==> src/rtl/mmio_joypad_mp.sv <==
// Memory-mapped multi-pad joypad register (FF00).
// Raw active-low buttons are synchronised and debounced per bit. The sel
// field picks d-pad or face lines of the current pad. In multiplayer mode,
// sel=11 reports the current player id as 4'hF - cur. irq fires on any
// 1->0 edge of the line nibble.
module mmio_joypad_mp #(
  parameter int NUM_PADS        = 1,
  parameter int DEBOUNCE_CYCLES = 16
) (
  input  logic                  clk,
  input  logic                  rst,
  input  logic [8*NUM_PADS-1:0] btn_n,
  input  logic [1:0]            mlt_mode,
  input  logic [15:0]           req_addr_select,
  input  logic                  req_write_enable,
  input  logic [7:0]            req_write_value,
  output logic [7:0]            req_read_out,
  output logic                  irq
);

  localparam int          NB        = 8 * NUM_PADS;
  localparam int          CW        = (DEBOUNCE_CYCLES < 1) ? 1 : $clog2(DEBOUNCE_CYCLES + 1);
  localparam logic [2:0]  NP3       = 3'(NUM_PADS);
  localparam logic [15:0] JOYP_ADDR = 16'hFF00;

  logic [NB-1:0] sync1_q, sync1_d, sync2_q, sync2_d;
  logic [NB-1:0] btn_stable_s;

  // Two-flop synchroniser; parks at released (all ones) while in reset
  always_comb begin
    sync1_d = btn_n;
    sync2_d = sync1_q;
    if (rst) begin
      sync1_d = {NB{1'b1}};
      sync2_d = {NB{1'b1}};
    end else begin
      sync1_d = btn_n;
      sync2_d = sync1_q;
    end
  end

  // Synchroniser registers
  always_ff @(posedge clk) begin
    sync1_q <= sync1_d;
    sync2_q <= sync2_d;
  end

  if (DEBOUNCE_CYCLES == 0) begin : g_no_deb
    assign btn_stable_s = sync2_q;
  end else begin : g_deb
    localparam logic [CW-1:0] CNT_LAST = CW'(DEBOUNCE_CYCLES - 1);
    logic [CW-1:0] cnt_q [NB];
    logic [CW-1:0] cnt_d [NB];
    logic [NB-1:0] stable_q, stable_d;

    // Per-bit counter: accept a new level only after DEBOUNCE_CYCLES differing samples in a row
    always_comb begin
      stable_d = stable_q;
      for (int i = 0; i < NB; i++) begin
        cnt_d[i] = cnt_q[i];
        if (rst) begin
          cnt_d[i]    = {CW{1'b0}};
          stable_d[i] = 1'b1;
        end else if (sync2_q[i] == stable_q[i]) begin
          cnt_d[i] = {CW{1'b0}};
        end else if (cnt_q[i] == CNT_LAST) begin
          cnt_d[i]    = {CW{1'b0}};
          stable_d[i] = sync2_q[i];
        end else begin
          cnt_d[i] = cnt_q[i] + CW'(1'b1);
        end
      end
    end

    // Debounce state registers
    always_ff @(posedge clk) begin
      stable_q <= stable_d;
      for (int i = 0; i < NB; i++) begin
        cnt_q[i] <= cnt_d[i];
      end
    end

    assign btn_stable_s = stable_q;
  end

  logic       we_q, we_d;
  logic [1:0] sel_q, sel_d, cur_q, cur_d, mlt_q, mlt_d;
  logic [3:0] lines_q, lines_d;
  logic [2:0] req_cnt_s, eff_cnt_s;
  logic       multi_s, wr_first_s;
  logic [1:0] pad_idx_s;
  logic [7:0] pad_s;
  logic [3:0] lines_s;
  logic       unused_s;

  assign unused_s = ^{req_write_value[7:6], req_write_value[3:0]};

  // Effective player count: requested count clamped to the pads present
  always_comb begin
    case (mlt_mode)
      2'd0:    req_cnt_s = 3'd1;
      2'd1:    req_cnt_s = 3'd2;
      2'd2:    req_cnt_s = 3'd4;
      2'd3:    req_cnt_s = 3'd4;
      default: req_cnt_s = 3'd1;
    endcase
    if (req_cnt_s > NP3) begin
      eff_cnt_s = NP3;
    end else begin
      eff_cnt_s = req_cnt_s;
    end
    multi_s = (eff_cnt_s > 3'd1);
  end

  // Select the current pad (never an index beyond the pads present) and form the line nibble
  always_comb begin
    pad_idx_s = (({1'b0, cur_q}) < NP3) ? cur_q : 2'b00;
    pad_s     = 8'hFF;
    for (int p = 0; p < NUM_PADS; p++) begin
      if (pad_idx_s == 2'(p)) begin
        pad_s = btn_stable_s[8*p +: 8];
      end else begin
        pad_s = pad_s;
      end
    end
    case (sel_q)
      2'b10:   lines_s = pad_s[3:0];
      2'b01:   lines_s = pad_s[7:4];
      2'b00:   lines_s = pad_s[3:0] & pad_s[7:4];
      2'b11:   lines_s = multi_s ? (4'hF - {2'b00, cur_q}) : 4'hF;
      default: lines_s = 4'hF;
    endcase
  end

  // Control next state: edge-qualified sel load, player advance, mlt change resets cur
  always_comb begin
    wr_first_s = req_write_enable && !we_q && (req_addr_select == JOYP_ADDR);
    we_d       = req_write_enable;
    mlt_d      = mlt_mode;
    sel_d      = sel_q;
    cur_d      = cur_q;
    lines_d    = lines_s;
    if (rst) begin
      sel_d   = 2'b11;
      cur_d   = 2'b00;
      lines_d = 4'hF;
    end else begin
      if (wr_first_s) begin
        sel_d = req_write_value[5:4];
      end else begin
        sel_d = sel_q;
      end
      if (mlt_mode != mlt_q) begin
        cur_d = 2'b00;
      end else if (wr_first_s && (sel_q != 2'b11) && (req_write_value[5:4] == 2'b11)) begin
        if (({1'b0, cur_q} + 3'd1) >= eff_cnt_s) begin
          cur_d = 2'b00;
        end else begin
          cur_d = cur_q + 2'd1;
        end
      end else begin
        cur_d = cur_q;
      end
    end
  end

  // Control registers; we_q and mlt_q track their inputs even in reset so a held write is not replayed
  always_ff @(posedge clk) begin
    we_q    <= we_d;
    mlt_q   <= mlt_d;
    sel_q   <= sel_d;
    cur_q   <= cur_d;
    lines_q <= lines_d;
  end

  assign req_read_out = (req_addr_select == JOYP_ADDR) ? {2'b11, sel_q, lines_s} : 8'hFF;
  assign irq          = !rst && (|(lines_q & ~lines_s));

endmodule

==> config.mk <==
export PLATFORM = sky130hd
export DESIGN_NAME = mmio_joypad_mp
export DESIGN_NICKNAME = d
export VERILOG_FILES = /design/src/rtl/mmio_joypad_mp.sv
export SDC_FILE = /design/constraint.sdc
export NUM_CORES = 1
export LEC_CHECK = 0
export CORE_MARGIN = 8
export CORE_UTILIZATION = 30
export DETAILED_ROUTE_END_ITERATION = 10
export PLACE_DENSITY = 0.55
export SLEW_MARGIN = 15
export SYNTH_ARGS = -nofsm -noshare
export SYNTH_HDL_FRONTEND = slang
export SYNTH_SLANG_ARGS = --single-unit
==> constraint.sdc <==
create_clock -name clk -period 2.4 [get_ports clk]
set_input_delay 0.48 -clock clk [delete_from_list [all_inputs] [get_ports clk]]
set_output_delay 0.48 -clock clk [all_outputs]
set_load 0.01 [all_outputs]
==> run summary, run 1 <==
Synth Instances: 285
Post-layout util: 0.402
Sequential fraction of the synthesis area: 0.524
I/O Pins: 46
Num rows: 35
Antenna viol nets, final: 0
Async S/R FF share, synth: 0
Min-Delay Path Class: reg2reg
Drt drc: 0
Unique masters post-synth: 32
Diode count: 0
Via Count: 1981
Leak Pwr: 0.00147 µW
Most common cell in the synthesized netlist: dfxtp_1
Drt wl/cell: 10.8 µm
Failing checks: setup timing
Filler cell count: 911
Initial antenna violation count: 0
GRT overflow: 0
Register bit count reported by yosys: 75
Final #Nets: 400
Post-synthesis compound-gate area fraction: 0.0507
Yosys warning total: 0
Die ar.: 0.0129 mm²
Outcome: finished with violations
Simple-gate share of the synthesized area: 0.225
Critical Path RT: 1920 ps
Dominant synthesized flop cell: dfxtp_1
Fin crit period: 2560 ps
Fin crit share: 1.07
Routed WL: 5170 µm
Worst-path clk slew: 80 ps
RSZ-0062 raised after global routing: yes
Post-route cell area: 0.00371 mm²
Fmax achieved: 390 MHz
Total GRT Usage: 0.0851
Area grow syn2layout: 29.6%
Vias in the first global route: 1989
CP arrival: 2080 ps
Setup CP Type: in2out
Syn_area_per_cell: 10.0 µm²
R2R Setup Slk: 820 ps
Slew Limit Fails: 0
Num CTS Buffers: 9
First-pass GRT wire length: 8830 µm
Max VDD drop: 0.286 mV
Final setup vio count: 4
Largest family of logic cells by synthesized area: simple AND/OR/NAND/NOR gates
Max cap viols: 0
Adder-cell area share of the yosys netlist: 0.0786
Core ar.: 0.00924 mm²
Max Root-Sink Buffers: 2
CP Max Fanout: 2
Power per cell area: 648 mW/mm²
Setup ws final: -164 ps
Post-synthesis mux area share: 0.00699
Total clock sinks: 75
Starting Density: 0.310
Detail-routed via count per cell: 4.14
Placed instance area: 0.00342 mm²
Largest net degree at the start of global routing: 38
RePlAce Congestion: 0.747
Synth top area share: 0.524
Crit end category: primary output
Detailed placement HPWL: 3700 µm
WHS: 413 ps
TritonRoute pass-1 iters: 3
Post-synthesis cell area: 0.00286 mm²
Share of layout cells above drive strength 1: 0.209
CTS tree: built
Synth cell count leaders: 75 x dfxtp_1, 45 x nor2_1, 18 x ha_1, 18 x inv_1
Clock Latency Late Sink: 340 ps
Startpoint type of the worst setup path: input pin
IO buf count: 37
Cts hold-fix bufs: 0
Root Driver: clkbuf_8
Xor/xnor share of the synthesized area: 0.0795
Post-synth EDFFs: 0
H-tree levels: 3
Area contributors post-synth: dfxtp_1 52%, ha_1 7.9%, nor2_1 5.9%, xnor2_1 4.9%, or2_2 3.5%
DR iter-0 viols: 34
Die span in y: 114 µm
Area leader, netlist: dfxtp_1
Die Span X: 114 µm
Clk_skew: 8.18 ps
Hold Vio Cnt, Final: 0
metal layers:
metal / up-vias / routed length (µm) / part of all wire / GRT usage
met5: - / 0 / 0 / 0
met4: 0 / 87 / 0.017 / 0.0426
met3: 7 / 347 / 0.067 / 0.0306
met2: 40 / 2180 / 0.42 / 0.129
met1: 879 / 2560 / 0.49 / 0.104
li1: 1055 / - / - / -
report_power, final:
group | switching, µW | total [µW] | internal, µW
Combinational | 35.7 | 95.5 | 59.8
Clock | 450 | 1040 | 587
Sequential | 8.67 | 1270 | 1260
through the flow:
step           setup TNS, ps  cells  power, µW  setup WS, ps
6_report                -620    479       2400          -164
5_1_grt                 -812    479       2510          -214
4_1_cts                 -580    476       2440          -160
3_5_place_dp           -5040    453       1400          -847
3_3_place_gp           -4900    453       1400          -809
2_1_floorplan              0    286       1340          97.5
cell usage in the layout (no fill, tap or decap), types with 3 or more instances in the layout:
master | synthesis | final
or3_1 | 8 | 8
o22ai_1 | 4 | 4
or4_4 | 3 | 3
clkdlybuf4s50_1 | 0 | 18
a211o_1 | 8 | 8
clkbuf_8 | 0 | 9
nand4_1 | 5 | 5
buf_2 | 0 | 6
dlygate4sd2_1 | 0 | 3
nand3_1 | 8 | 8
ha_1 | 18 | 18
buf_6 | 0 | 8
nor2b_1 | 8 | 8
buf_4 | 2 | 14
nor2_1 | 45 | 45
dfxtp_1 | 75 | 75
and3_1 | 8 | 8
nand2_1 | 9 | 5
xor2_1 | 10 | 10
xnor2_1 | 16 | 16
or2_2 | 16 | 16
inv_1 | 18 | 18
critical path, stage by stage:
cell and delay, ps:
buf_2 100, or4_4 540, or4_4 550, nor2_4 120, buf_6 120, nand2_2 40
buf_6 130
final cells by class:
class | count | area, µm² | share of cell area
multi-input combinational | 187 | 1290 | 0.347
timing repair buffer | 54 | 474 | 0.128
sequential | 75 | 1500 | 0.405
clock inverter | 6 | 90.1 | 0.0243
tap | 129 | 161 | 0.0435
clock buffer | 10 | 128 | 0.0344
inverter | 18 | 67.6 | 0.0182
kinds of logic (layout without fill, tap and decap cells):
group | count (synthesis) | after routing
AOI/OAI and AO/OA | 20 | 20
xor gates and xnor gates | 26 | 26
adders and majority gates | 18 | 18
buffers and inverters | 24 | 88
DFF | 75 | 75
muxes | 2 | 2
other | 1 | 2
and+or+nand+nor | 119 | 119
state kept, by name, indices dropped and copies added, names as in the netlist:
register,cells
btn_stable_s,8
cur_q,2
g_deb.cnt_q,40
lines_q,4
mlt_q,2
sel_q,2
sync1_q,8
sync2_q,8
we_q,1
final timing paths:
check / start / depth (start not counted) / to
min: sync1_q[0] / 1 / sync2_q[0]
max: req_addr_select[6] / 7 / req_read_out[0]
min reg2reg: sync1_q[0] / 1 / sync2_q[0]
max reg2reg: g_deb.cnt_q[1][15] / 5 / g_deb.cnt_q[1][18]
repair_timing:
action	4_1_cts	5_1_grt
pin swaps	6	2
setup endpoints to repair	7	7
resized for setup	59	8
setup buffers	8	3
No activity file was read; power rests on OpenSTA's default activity.
==> inputs of run 2 (changes only) <==
CORE_MARGIN = unset   (was 8)
PLACE_DENSITY = unset   (was 0.55)
PLACE_DENSITY_LB_ADDON = 0.12   (was unset)
==> run summary, run 2 (same netlist as run 1, synthesis figures left out) <==
Share of total power in the clock network: 0.468 (+0.037)
DR iter-0 viols: 18 (-47%)
Switching Fraction: 0.192 (-0.0131)
Core ar.: 0.00924 mm² (unchanged)
Worst-path clk slew: 70 ps (about the same)
Cts hold-fix bufs: 0 (unchanged)
Total GRT Usage: 0.107 (+0.0218)
Outcome: finished with violations
Starting Density: 0.310 (unchanged)
Setup ws final: -171 ps (-6.28 ps)
Via Count: 1952 (-1.5%)
Startpoint type of the worst setup path: input pin
Filler cell count: 931 (+2.2%)
Comb power frac: 0.039 (about the same)
WHS: 410 ps (-3.30 ps)
Drt drc: 0 (unchanged)
Max VDD drop: 0.506 mV (+77%)
Crit end category: primary output
Max cap viols: 0 (unchanged)
Area grow syn2layout: 28.6%
Min-Delay Path Class: reg2reg
Flop pwr share: 0.494 (-0.035)
IO buf count: 37 (unchanged)
Clk_skew: 9.66 ps (+1.48 ps)
Post-layout util: 0.399 (-0.00312)
CP arrival: 2090 ps (about the same)
Most frequent cells in the layout: 75 x dfxtp_1, 45 x nor2_1, 22 x clkdlybuf4s50_1, 18 x inv_1, 18 x ha_1
Detail-routed via count per cell: 4.13 (-0.21%)
Top reg by flops: g_deb.cnt_q
Root Driver: clkbuf_8
Non-filler cells, final: 473 (-1.3%)
Final #Nets: 394 (-1.5%)
Internal: 2080 µW (+8.9%)
Detailed placement HPWL: 3470 µm (-6.2%)
Max reg flops: 40 (unchanged)
Slew Limit Fails: 0 (unchanged)
Num CTS Buffers: 9 (unchanged)
Clock Latency Late Sink: 340 ps (about the same)
Num rows: 35 (unchanged)
Leak Pwr: 0.00141 µW (-4.6%)
TritonRoute pass-1 iters: 4 (+1)
Die ar.: 0.00994 mm² (-23%)
Switch Pwr: 496 µW (+0.32%)
Setup CP Type: in2out
Largest net degree at the start of global routing: 38 (unchanged)
Total clock sinks: 75 (unchanged)
RSZ-0062 raised after global routing: yes
First-pass GRT wire length: 8270 µm (-6.3%)
Critical Path RT: 1920 ps (about the same)
Max Root-Sink Buffers: 2 (unchanged)
CP Max Fanout: 4 (+2)
Dpl cells: 454 (+0.22%)
GRT overflow: 0 (unchanged)
Routed WL: 4820 µm (-6.9%)
Diode count: 0 (unchanged)
RePlAce Congestion: 0.670 (-10%)
Vias in the first global route: 1836 (-7.7%)
Setup_tns: -504 ps (+117 ps)
Antenna viol nets, final: 0 (unchanged)
Share of layout cells above drive strength 1: 0.186 (-0.0225)
Failing checks: setup timing
Hold Vio Cnt, Final: 0 (unchanged)
Fin crit period: 2570 ps (+6.28 ps)
Die span in y: 99.7 µm (-12%)
Fin crit share: 1.07 (+0.00262)
Final setup vio count: 4 (unchanged)
H-tree levels: 3 (unchanged)
Initial antenna violation count: 0 (unchanged)
Die Span X: 99.7 µm (-12%)
Power per cell area: 699 mW/mm² (+8.0%)
Fmax achieved: 389 MHz (-0.24%)
CTS tree: built
Most common cell after layout, fill and taps aside: dfxtp_1
I/O Pins: 46 (unchanged)
Drt wl/cell: 10.2 µm (-5.7%)
Tot Pwr: 2580 µW (+7.1%)
-- run 2: changes by cell type in the layout (fill, tap and decap cells not counted), sizes merged, moves of 2 or more --
cell           delta
clkinv            -2
dlygate4sd2       -3
buf               -5
clkdlybuf4s50     +4
-- run 2: per-layer routing --
metal / vias up / track usage / routed length (µm) / share of wire
li1: 1047 / - / - / -
met1: 871 / 0.133 / 2430 / 0.50
met2: 27 / 0.166 / 2110 / 0.44
met3: 7 / 0.0415 / 188 / 0.039
met4: 0 / 0.0419 / 82 / 0.017
met5: - / 0 / 0 / 0
-- run 2: worst max-delay path: stages --
cell     delay, ps
buf_6           90
or4_4          520
or4_4          570
nor2_4         150
buf_6          110
nand2_2         40
buf_6          130
-- run 2: area by class of cell --
class,instances,area (µm²),area share
sequential,75,1500,0.408
tap,129,161,0.0438
clock inverter,5,108,0.0292
multi-input combinational,187,1270,0.345
inverter,18,67.6,0.0183
clock buffer,11,151,0.0411
timing repair buffer,48,422,0.115
-- run 2: stage by stage --
step	instance area [µm²]	setup WS, ps
finish	3680	-171
global route	3680	-202
CTS	3660	-182
detailed placement	3430	-830
global placement	3430	-804
floorplan	2870	97.5
-- run 2: path summary, 6_finish.rpt --
check	start	endpoint	slack, ps	cells past startpoint
worst min register to register	sync1_q[3]	sync2_q[3]	410	1
worst min-delay path	sync1_q[3]	sync2_q[3]	410	1
worst max register to register	g_deb.cnt_q[0][10]	g_deb.cnt_q[0][12]	820	5
worst max-delay path	req_addr_select[4]	req_read_out[3]	-170	7
-- run 2: timing repair --
action,CTS,global route
hold endpoints to repair,0,0
endpoints found under the setup margin,7,7
pin swaps,6,2
setup buffers,3,1
resized for setup,48,6
-- run 2: power by group through the flow --
stage | Clock, µW | Sequential, µW | Combinational [µW]
2_1_floorplan | 0 | 1300 | 42.5
3_3_place_gp | 0 | 1300 | 103
3_5_place_dp | 0 | 1300 | 103
4_1_cts | 1250 | 1270 | 99.0
5_1_grt | 1300 | 1270 | 110
6_report | 1200 | 1270 | 99.3
==> inputs of run 3 (changes only) <==
CTS_CLUSTER_SIZE = 25   (was unset)
==> results of run 3 <==
Same layout as run 2: the final DEF is identical, and so are final timing and power.
